`src/rtl/uart_tx_framed.sv`:
```
// uart_tx_framed: framed UART transmitter (start, DATA_BITS LSB first,
// optional odd/even parity, 1..2 stop bits). One bit period is DIV clocks,
// DIV = (CLK + BAUD/2) / BAUD. Define UART_TX_FRAMED_BREAK_EN to add the
// break_req port and the BREAK state (line held low while requested).
//
// state    | meaning
// ---------+------------------------------------------------------------
// S_IDLE   | line marking (pin=1), data_ready=1, waiting for a word
// S_START  | start bit (pin=0)
// S_DATA   | data bits, LSB first, shifted out of shift_reg
// S_PARITY | parity bit (only reached when PARITY != 0)
// S_STOP   | stop bits (pin=1), STOP_BITS bit periods
// S_BREAK  | line break, pin=0 while break_req=1 (macro builds only)
module uart_tx_framed #(
  parameter int CLK       = 51_800_000,
  parameter int BAUD      = 115200,
  parameter int DATA_BITS = 8,
  parameter int PARITY    = 0,
  parameter int STOP_BITS = 1
) (
  input  logic                 clk,
  input  logic                 reset,
  output logic                 pin,
  output logic                 data_ready,
  input  logic                 data_valid,
  input  logic [DATA_BITS-1:0] data_word
`ifdef UART_TX_FRAMED_BREAK_EN
  ,
  input  logic                 break_req
`endif
);

  localparam int DIV = (CLK + BAUD / 2) / BAUD;
  localparam int CW  = (DIV > 1) ? $clog2(DIV) : 1;
  localparam logic [CW-1:0] DIV_M1    = CW'(DIV - 1);
  localparam logic [3:0]    LAST_DATA = 4'(DATA_BITS - 1);
  localparam logic [3:0]    LAST_STOP = 4'(STOP_BITS - 1);

  if (DATA_BITS < 5 || DATA_BITS > 9 || PARITY < 0 || PARITY > 2 ||
      STOP_BITS < 1 || STOP_BITS > 2 || DIV < 2) begin : g_bad_params
    $error("uart_tx_framed: illegal parameter set");
  end

  typedef enum logic [2:0] {
    S_IDLE,
    S_START,
    S_DATA,
    S_PARITY,
    S_STOP
`ifdef UART_TX_FRAMED_BREAK_EN
    ,
    S_BREAK
`endif
  } state_t;

  state_t                state, state_next;
  logic [CW-1:0]         baud_cnt, baud_next;
  logic [3:0]            bit_cnt, bit_next;
  logic [DATA_BITS-1:0]  shift_reg, shift_next;
  logic                  par_bit, par_next;
  logic                  pin_next;
  logic                  ready_next;
  logic                  tick;

  // State and all registered outputs; reset aborts any frame immediately.
  always_ff @(posedge clk or posedge reset) begin
    if (reset) begin
      state      <= S_IDLE;
      pin        <= 1'b1;
      data_ready <= 1'b1;
      baud_cnt   <= '0;
      bit_cnt    <= '0;
      shift_reg  <= '0;
      par_bit    <= 1'b0;
    end else begin
      state      <= state_next;
      pin        <= pin_next;
      data_ready <= ready_next;
      baud_cnt   <= baud_next;
      bit_cnt    <= bit_next;
      shift_reg  <= shift_next;
      par_bit    <= par_next;
    end
  end

  // Next-state logic; pin only changes when the baud down-counter hits 0.
  always_comb begin
    state_next = state;
    pin_next   = pin;
    baud_next  = baud_cnt;
    bit_next   = bit_cnt;
    shift_next = shift_reg;
    par_next   = par_bit;
    tick       = (baud_cnt == '0);

    if (state != S_IDLE && !tick) baud_next = baud_cnt - 1'b1;

    case (state)
      S_IDLE: begin
        pin_next = 1'b1;
`ifdef UART_TX_FRAMED_BREAK_EN
        if (break_req) begin
          state_next = S_BREAK;
          pin_next   = 1'b0;
        end else
`endif
        if (data_ready && data_valid) begin
          state_next = S_START;
          pin_next   = 1'b0;
          shift_next = data_word;
          // Odd parity inverts the XOR so the total count of ones is odd.
          par_next   = (^data_word) ^ (PARITY == 1);
          baud_next  = DIV_M1;
          bit_next   = '0;
        end
      end
      S_START: begin
        if (tick) begin
          state_next = S_DATA;
          pin_next   = shift_reg[0];
          shift_next = shift_reg >> 1;
          bit_next   = '0;
          baud_next  = DIV_M1;
        end
      end
      S_DATA: begin
        if (tick) begin
          baud_next = DIV_M1;
          if (bit_cnt == LAST_DATA) begin
            if (PARITY != 0) begin
              state_next = S_PARITY;
              pin_next   = par_bit;
            end else begin
              state_next = S_STOP;
              pin_next   = 1'b1;
              bit_next   = '0;
            end
          end else begin
            bit_next   = bit_cnt + 1'b1;
            pin_next   = shift_reg[0];
            shift_next = shift_reg >> 1;
          end
        end
      end
      S_PARITY: begin
        if (tick) begin
          state_next = S_STOP;
          pin_next   = 1'b1;
          bit_next   = '0;
          baud_next  = DIV_M1;
        end
      end
      S_STOP: begin
        if (tick) begin
          if (bit_cnt == LAST_STOP) begin
            state_next = S_IDLE;
            pin_next   = 1'b1;
          end else begin
            bit_next  = bit_cnt + 1'b1;
            baud_next = DIV_M1;
          end
        end
      end
`ifdef UART_TX_FRAMED_BREAK_EN
      S_BREAK: begin
        pin_next = 1'b0;
        if (!break_req) begin
          state_next = S_IDLE;
          pin_next   = 1'b1;
        end
      end
`endif
      default: begin
        state_next = S_IDLE;
        pin_next   = 1'b1;
      end
    endcase

    ready_next = (state_next == S_IDLE);
  end

endmodule

```
`config.mk`:
```
export PLATFORM = sky130hd
export DESIGN_NAME = uart_tx_framed
export DESIGN_NICKNAME = d
export VERILOG_FILES = /design/src/rtl/uart_tx_framed.sv
export SDC_FILE = /design/constraint.sdc
export NUM_CORES = 1
export LEC_CHECK = 0
export BUFFER_PORTS_ARGS = -buffer_cell sky130_fd_sc_hd__buf_2
export CAP_MARGIN = 5
export CORE_UTILIZATION = 63
export DETAILED_ROUTE_END_ITERATION = 10
export GPL_ROUTABILITY_DRIVEN = 0
export GPL_TIMING_DRIVEN = 0
export PLACE_DENSITY = 0.92
export SETUP_SLACK_MARGIN = 0.15
export SLEW_MARGIN = 30
export SYNTH_ARGS = -nofsm -noshare
export SYNTH_HDL_FRONTEND = slang
export SYNTH_SLANG_ARGS = --single-unit
```
`constraint.sdc`:
```
create_clock -name clk -period 3.8 [get_ports clk]
set_input_delay 0.38 -clock clk [delete_from_list [all_inputs] [get_ports clk]]
set_output_delay 0.38 -clock clk [all_outputs]
set_load 0.01 [all_outputs]
```
**Yosys cells after proc, flatten, opt, wreduce, memory -nomap -nowiden**

Index checks and enable logic that the tools add are counted.

- Register bits: 26
- Input bits: 11
- Word-level logic and storage cells: 71
- Output and inout bits: 2

- Reductions and logical operators: 15
- Equal/unequal tests: 14
- Multiplexer cells: 34
- $add $sub $neg: 2

Operators with widths:

| operator | count |
|---|---|
| $mux 9 | 5 |
| $mux 8 | 4 |
| $pmux 9 s3 | 1 |
| $mux 4 | 6 |
| $pmux 8 s3 | 1 |
| $mux 3 | 7 |
| $ne 2x2->1 const B | 8 |
| $pmux 4 s4 | 1 |
| $pmux 3 s5 | 1 |
| $reduce_and 5->1 | 2 |
| $logic_not 9->1 | 1 |
| $sub 9x1->9 const B | 1 |
| $mux 1 | 7 |
| $eq 3x2->1 const B | 2 |
| $logic_not 3->1 | 2 |
| $reduce_and 6->1 | 1 |
| $reduce_bool 3->1 | 2 |
| $pmux 1 s5 | 1 |
| $add 4x1->4 const B | 1 |
| $eq 4x3->1 const B | 1 |
| $logic_not 4->1 | 1 |
| $reduce_bool 4->1 | 1 |
| $eq 3x1->1 const B | 1 |
| $eq 3x3->1 const B | 1 |
| 5 further kinds | 6 |

**Longest topological paths before layout**

- Depth after elaboration: 7
- Gate-level depth with buffers: 6
- Depth with buffers taken out: 6

**Worst setup path after synthesis**

Ideal clock, no wire load.

- Path kind: reg2reg
- Start point: register baud_cnt[0]
- End point: register bit_cnt[0]
- Stages on the path, launching flop included: 7
- Setup time: 0.079 ns
- Setup slack: 1.752 ns
- Clock period less this slack: 2.048 ns
- Data required time: 3.721 ns
- Path buffers: 0
- Data arrival time: 1.969 ns
- Cell sequence: dfrtp_1 inv_1 ha_1 or4b_1 o41a_1 nor3_4 mux2i_1

- Longest elaborated chain between the ends: 3
- Elaborated cells between the ends (all ways): 5
- Classes of those cells: 3 x eq/ne; 2 x reduce/logical

Ends and longest elaborated chain:

| what | line | text |
|---|---|---|
| start: declaration | 57 | `logic [CW-1:0] baud_cnt, baud_next;` |
| start signal: assignment | 79 | `baud_cnt <= baud_next;` |
| $logic_not 9->1 * | 94 | `tick = (baud_cnt == '0);` |
| $ne 2x1->1 (no line) / $ne 2x2->1 (equally long branches) | - |  |
| $reduce_and 6->1 (no line) * | - |  |
| end signal: assignment | 80 | `bit_cnt <= bit_next;` |
| end: declaration | 58 | `logic [3:0] bit_cnt, bit_next;` |

Every way passes the cells marked *; elsewhere a longest branch is shown, timed or not.
A chain may end at the register's enable or synchronous reset.

**Worst setup path after layout**

- Start point: register baud_cnt[0]
- End point: register shift_reg[7]

- Longest elaborated chain between the ends: 3
- Elaborated cells between the ends (all ways): 4
- Classes of those cells: 2 x eq/ne; 2 x reduce/logical

Ends and longest elaborated chain:

| what | line | text |
|---|---|---|
| $logic_not 9->1 * | 94 |  |
| $ne 2x2->1 (no line) | - |  |
| $reduce_and 5->1 (no line) * | - |  |
| end signal: assignment | 81 | `shift_reg <= shift_next;` |
| end: declaration | 59 | `logic [DATA_BITS-1:0] shift_reg, shift_next;` |

Marked as above.

==> results.md <==
* IO Pins at 13
* Number of antenna-violating nets in the routed design at 0
* Crit-path slowest cell: nor4b_4
* 1st-pass router iterations at 4
* Final nets at roughly 180
* Crit. End Element: flip-flop
* Pwr dens at 249 mW/mm^2
* Clk_skew at 10.3 ps
* Simple-gate share of the synthesized area at 0.213
* IO buf count at 12
* Synth Flop Type: dfrtp_1
* Max-cap violation count at 0
* Status: finished clean
* Setup bufs post-CTS at 0
* Xor/xnor share of the synthesized area at 0.0274
* Tcrit/Tclk final at 0.617
* Final Hold Viols at 0
* Worst VDD drop at between 0.2 and 0.25 mV
* RSZ-0062 raised after global routing: false
* Reg-to-Reg Start: baud_cnt[0]
* Sequential-to-total area share from yosys stat at 0.408
* Worst-Skew Late Latency at 330 ps
* Cell leakage power at ~0.74 nW
* Dominant cell type by area after synthesis: dfrtp_1
* Avg Inst Size Synth at about 11 sq um
* Die Area at between 0.002 and 0.003 sq mm
* Worst path cell trace: inv_1, ha_1, nor4b_4, a211oi_1, nor3b_4, mux2_2
* DR iter-0 viols at 27
* Area grow syn2layout at 8.22%
* Post-synth EDFFs at 0
* CTS tree: built
* Largest net degree at the start of global routing at 27
* Max-slew headroom at 0.507
* Vias in the first global route at about 1200
* Hold Buf Count CTS at 0
* Synth area leaders: dfrtp_1 (38%), mux2_2 (4.9%), mux2_1 (4.2%)
* Distinct cells, synth at 53
* Fmax at ~430 MHz
* Critical Path AT at 2560 ps
* DRC viols at 0
* Yosys synthesis warning count at 0
* Fraction of layout cells with a size suffix above 1 at 0.211
* Gr usage total at 0.261
* Adder-cell share of the synthesized area at 0.0313
* Clk pin slew, worst setup/hold paths at 150 ps
* Die Wd at approximately 52 um
* Post-synthesis async set-or-reset flop share at 1.00
* Cts bufs inserted at 3
* CP required at about 4000 ps
* Post-Synthesis Cell Area at 0.00160 sq mm
* Tmin final at ~2300 ps
* Ant diodes at 0
* Slew Limit Fails at 0
* Post-detail-place hpwl at about 2400 um
* Synth Register Bits at 26
* Row cnt at 17
* First-pass GRT wire length at 5240 um
* Post-synthesis mux area share at 0.123
* Worst-Margin Slew at about 740 ps
* Crit Path Max Fanout at 9
* Die Y at approximately 52 um
* Hold/Removal Path Class: input pin to asynchronous set/reset pin
* Root Driver: clkbuf_4
* Main combinational cell family by area after synthesis: simple AND/OR/NAND/NOR gates
* Worst stage delay on the critical path at about 470 ps
* Via count at 1226
* Post-synthesis compound-gate area fraction at 0.156
* Largest register FFs at 9
* Syn_nets at 165
* Placed cells at 190
* Synth top area share at 0.376
* Max H-tree Level at 1
* Initial Utilization at 0.696
* Total grt overflow at 0
* Drt wl/cell at 16.4 um
* CTS sink count at 26
* Final setup viols at 0
* Worst setup startpoint: baud_cnt[0]
* Sum Neg Setup Slack at 0 ps
* Post-CTS Resized at 0
* Number of fill cells at 150
* Drt total wl at ~3200 um
* Clock buffer depth at 2
* Fin cells at around 190
* Initial antenna violation count at 0
* Worst Setup Start Kind: flip-flop
* Core area at about 0.0023 sq mm
* Crit path kind: flip-flop to flip-flop
* Avg Vias per Cell at approximately 6.3
* Reg2Reg Setup Slack at between 1000 and 1500 ps
* Synthesized instance count at 150
==> stage by stage <==
stage | hold WS [ps] | setup WS [ps] | utilization | instance area [sq um] | power (mW)
6_report | 66.7 | 1450 | 0.753 | 1730 | 0.430
5_1_grt | 116 | 1320 | 0.753 | 1730 | 0.439
4_1_cts | 272 | 1480 | 0.753 | 1730 | 0.429
3_5_place_dp | 464 | 1490 | 0.737 | 1690 | 0.293
3_3_place_gp | 455 | 1600 | 0.737 | 1690 | 0.292
2_1_floorplan | 419 | 1750 | - | 1600 | 0.286
==> layout make-up <==
class                   instances  area [sq um]  area share
clock buffers                   4          36.3      0.0210
plain buffers                   4          27.5      0.0159
flip-flops and latches         26           653       0.377
multi-input cells             110           881       0.509
repair buffers                 12          60.1      0.0347
well taps                      28          35.0      0.0202
inverters                      10          37.5      0.0217
==> Yosys cell counts, types with 3 or more instances <==
library cell / number
ha_1: 4
a21oi_1: 6
xnor2_1: 5
mux2_1: 6
a211oi_1: 4
nor2_1: 10
nand3_1: 3
dfrtp_1: 24
inv_1: 10
mux2_2: 7
nor3b_1: 4
nor3_1: 7
nand2_1: 3
o21ai_0: 3
mux2i_1: 5
==> metal layers <==
layer / routed length [um] / vias to the layer above / share of wire / track usage
met2: 1610 / 33 / 0.51 / 0.443
met5: 0 / - / 0 / 0
met4: 65 / 0 / 0.020 / 0.0921
met3: 90 / 8 / 0.028 / 0.0319
met1: 1420 / 589 / 0.45 / 0.338
li1: - / 596 / - / -
==> worst max-delay path: cells and delay by family, from the launching register on <==
kind | cells | cell delay (ps)
AND/OR/NAND/NOR | 2 | 920
flip-flops | 1 | 440
multiplexers | 1 | 400
AO/OA/AOI/OAI | 1 | 220
adder cells (fa/ha/maj) | 1 | 180
buffers and inverters | 1 | 90
==> kinds of logic (layout without fill, tap and decap cells) <==
family / count (synthesis) / in the layout
compound gates: 35 / 35
xor+xnor: 5 / 5
fa+ha+maj: 4 / 4
buf+inv: 14 / 30
flops: 26 / 26
mux: 18 / 18
simple gates: 48 / 48
==> layout by cell type (no fill, tap or decap), types with 2 or more instances in the layout <==
cell / instances
or3b_1: 2
nand2b_1: 2
mux2_1: 6
inv_1: 9
dfrtp_1: 24
nor3b_1: 4
a211oi_1: 4
a21boi_0: 2
a21oi_1: 6
xnor2_1: 5
o31ai_1: 2
nor4_1: 2
a2bb2oi_1: 2
ha_1: 4
o22ai_1: 2
o2bb2ai_1: 2
dfstp_2: 2
nor3_1: 7
buf_2: 13
clkbuf_4: 4
nand3_1: 3
o21ai_0: 3
mux2_2: 7
a2111oi_0: 2
nand2_1: 3
nor2_1: 10
or3_1: 2
mux2i_1: 5
==> final timing paths <==
kind / endpoint / depth (start not counted)
min in group clk: state[0] / 3
worst max register to register: shift_reg[7] / 6
worst min-delay path: baud_cnt[8] / 2
worst max-delay path: shift_reg[7] / 6
worst min register to register: pin / 2
max in group asynchronous: pin / 2
==> report_power, final <==
group / leakage [nW] / internal (mW) / switching, mW
logic: 0.432 / 0.00393 / 0.00687
registers: 0.289 / 0.277 / 0
clock network: 0.0210 / 0.0586 / 0.0840
(Power assumes the default switching activity.)
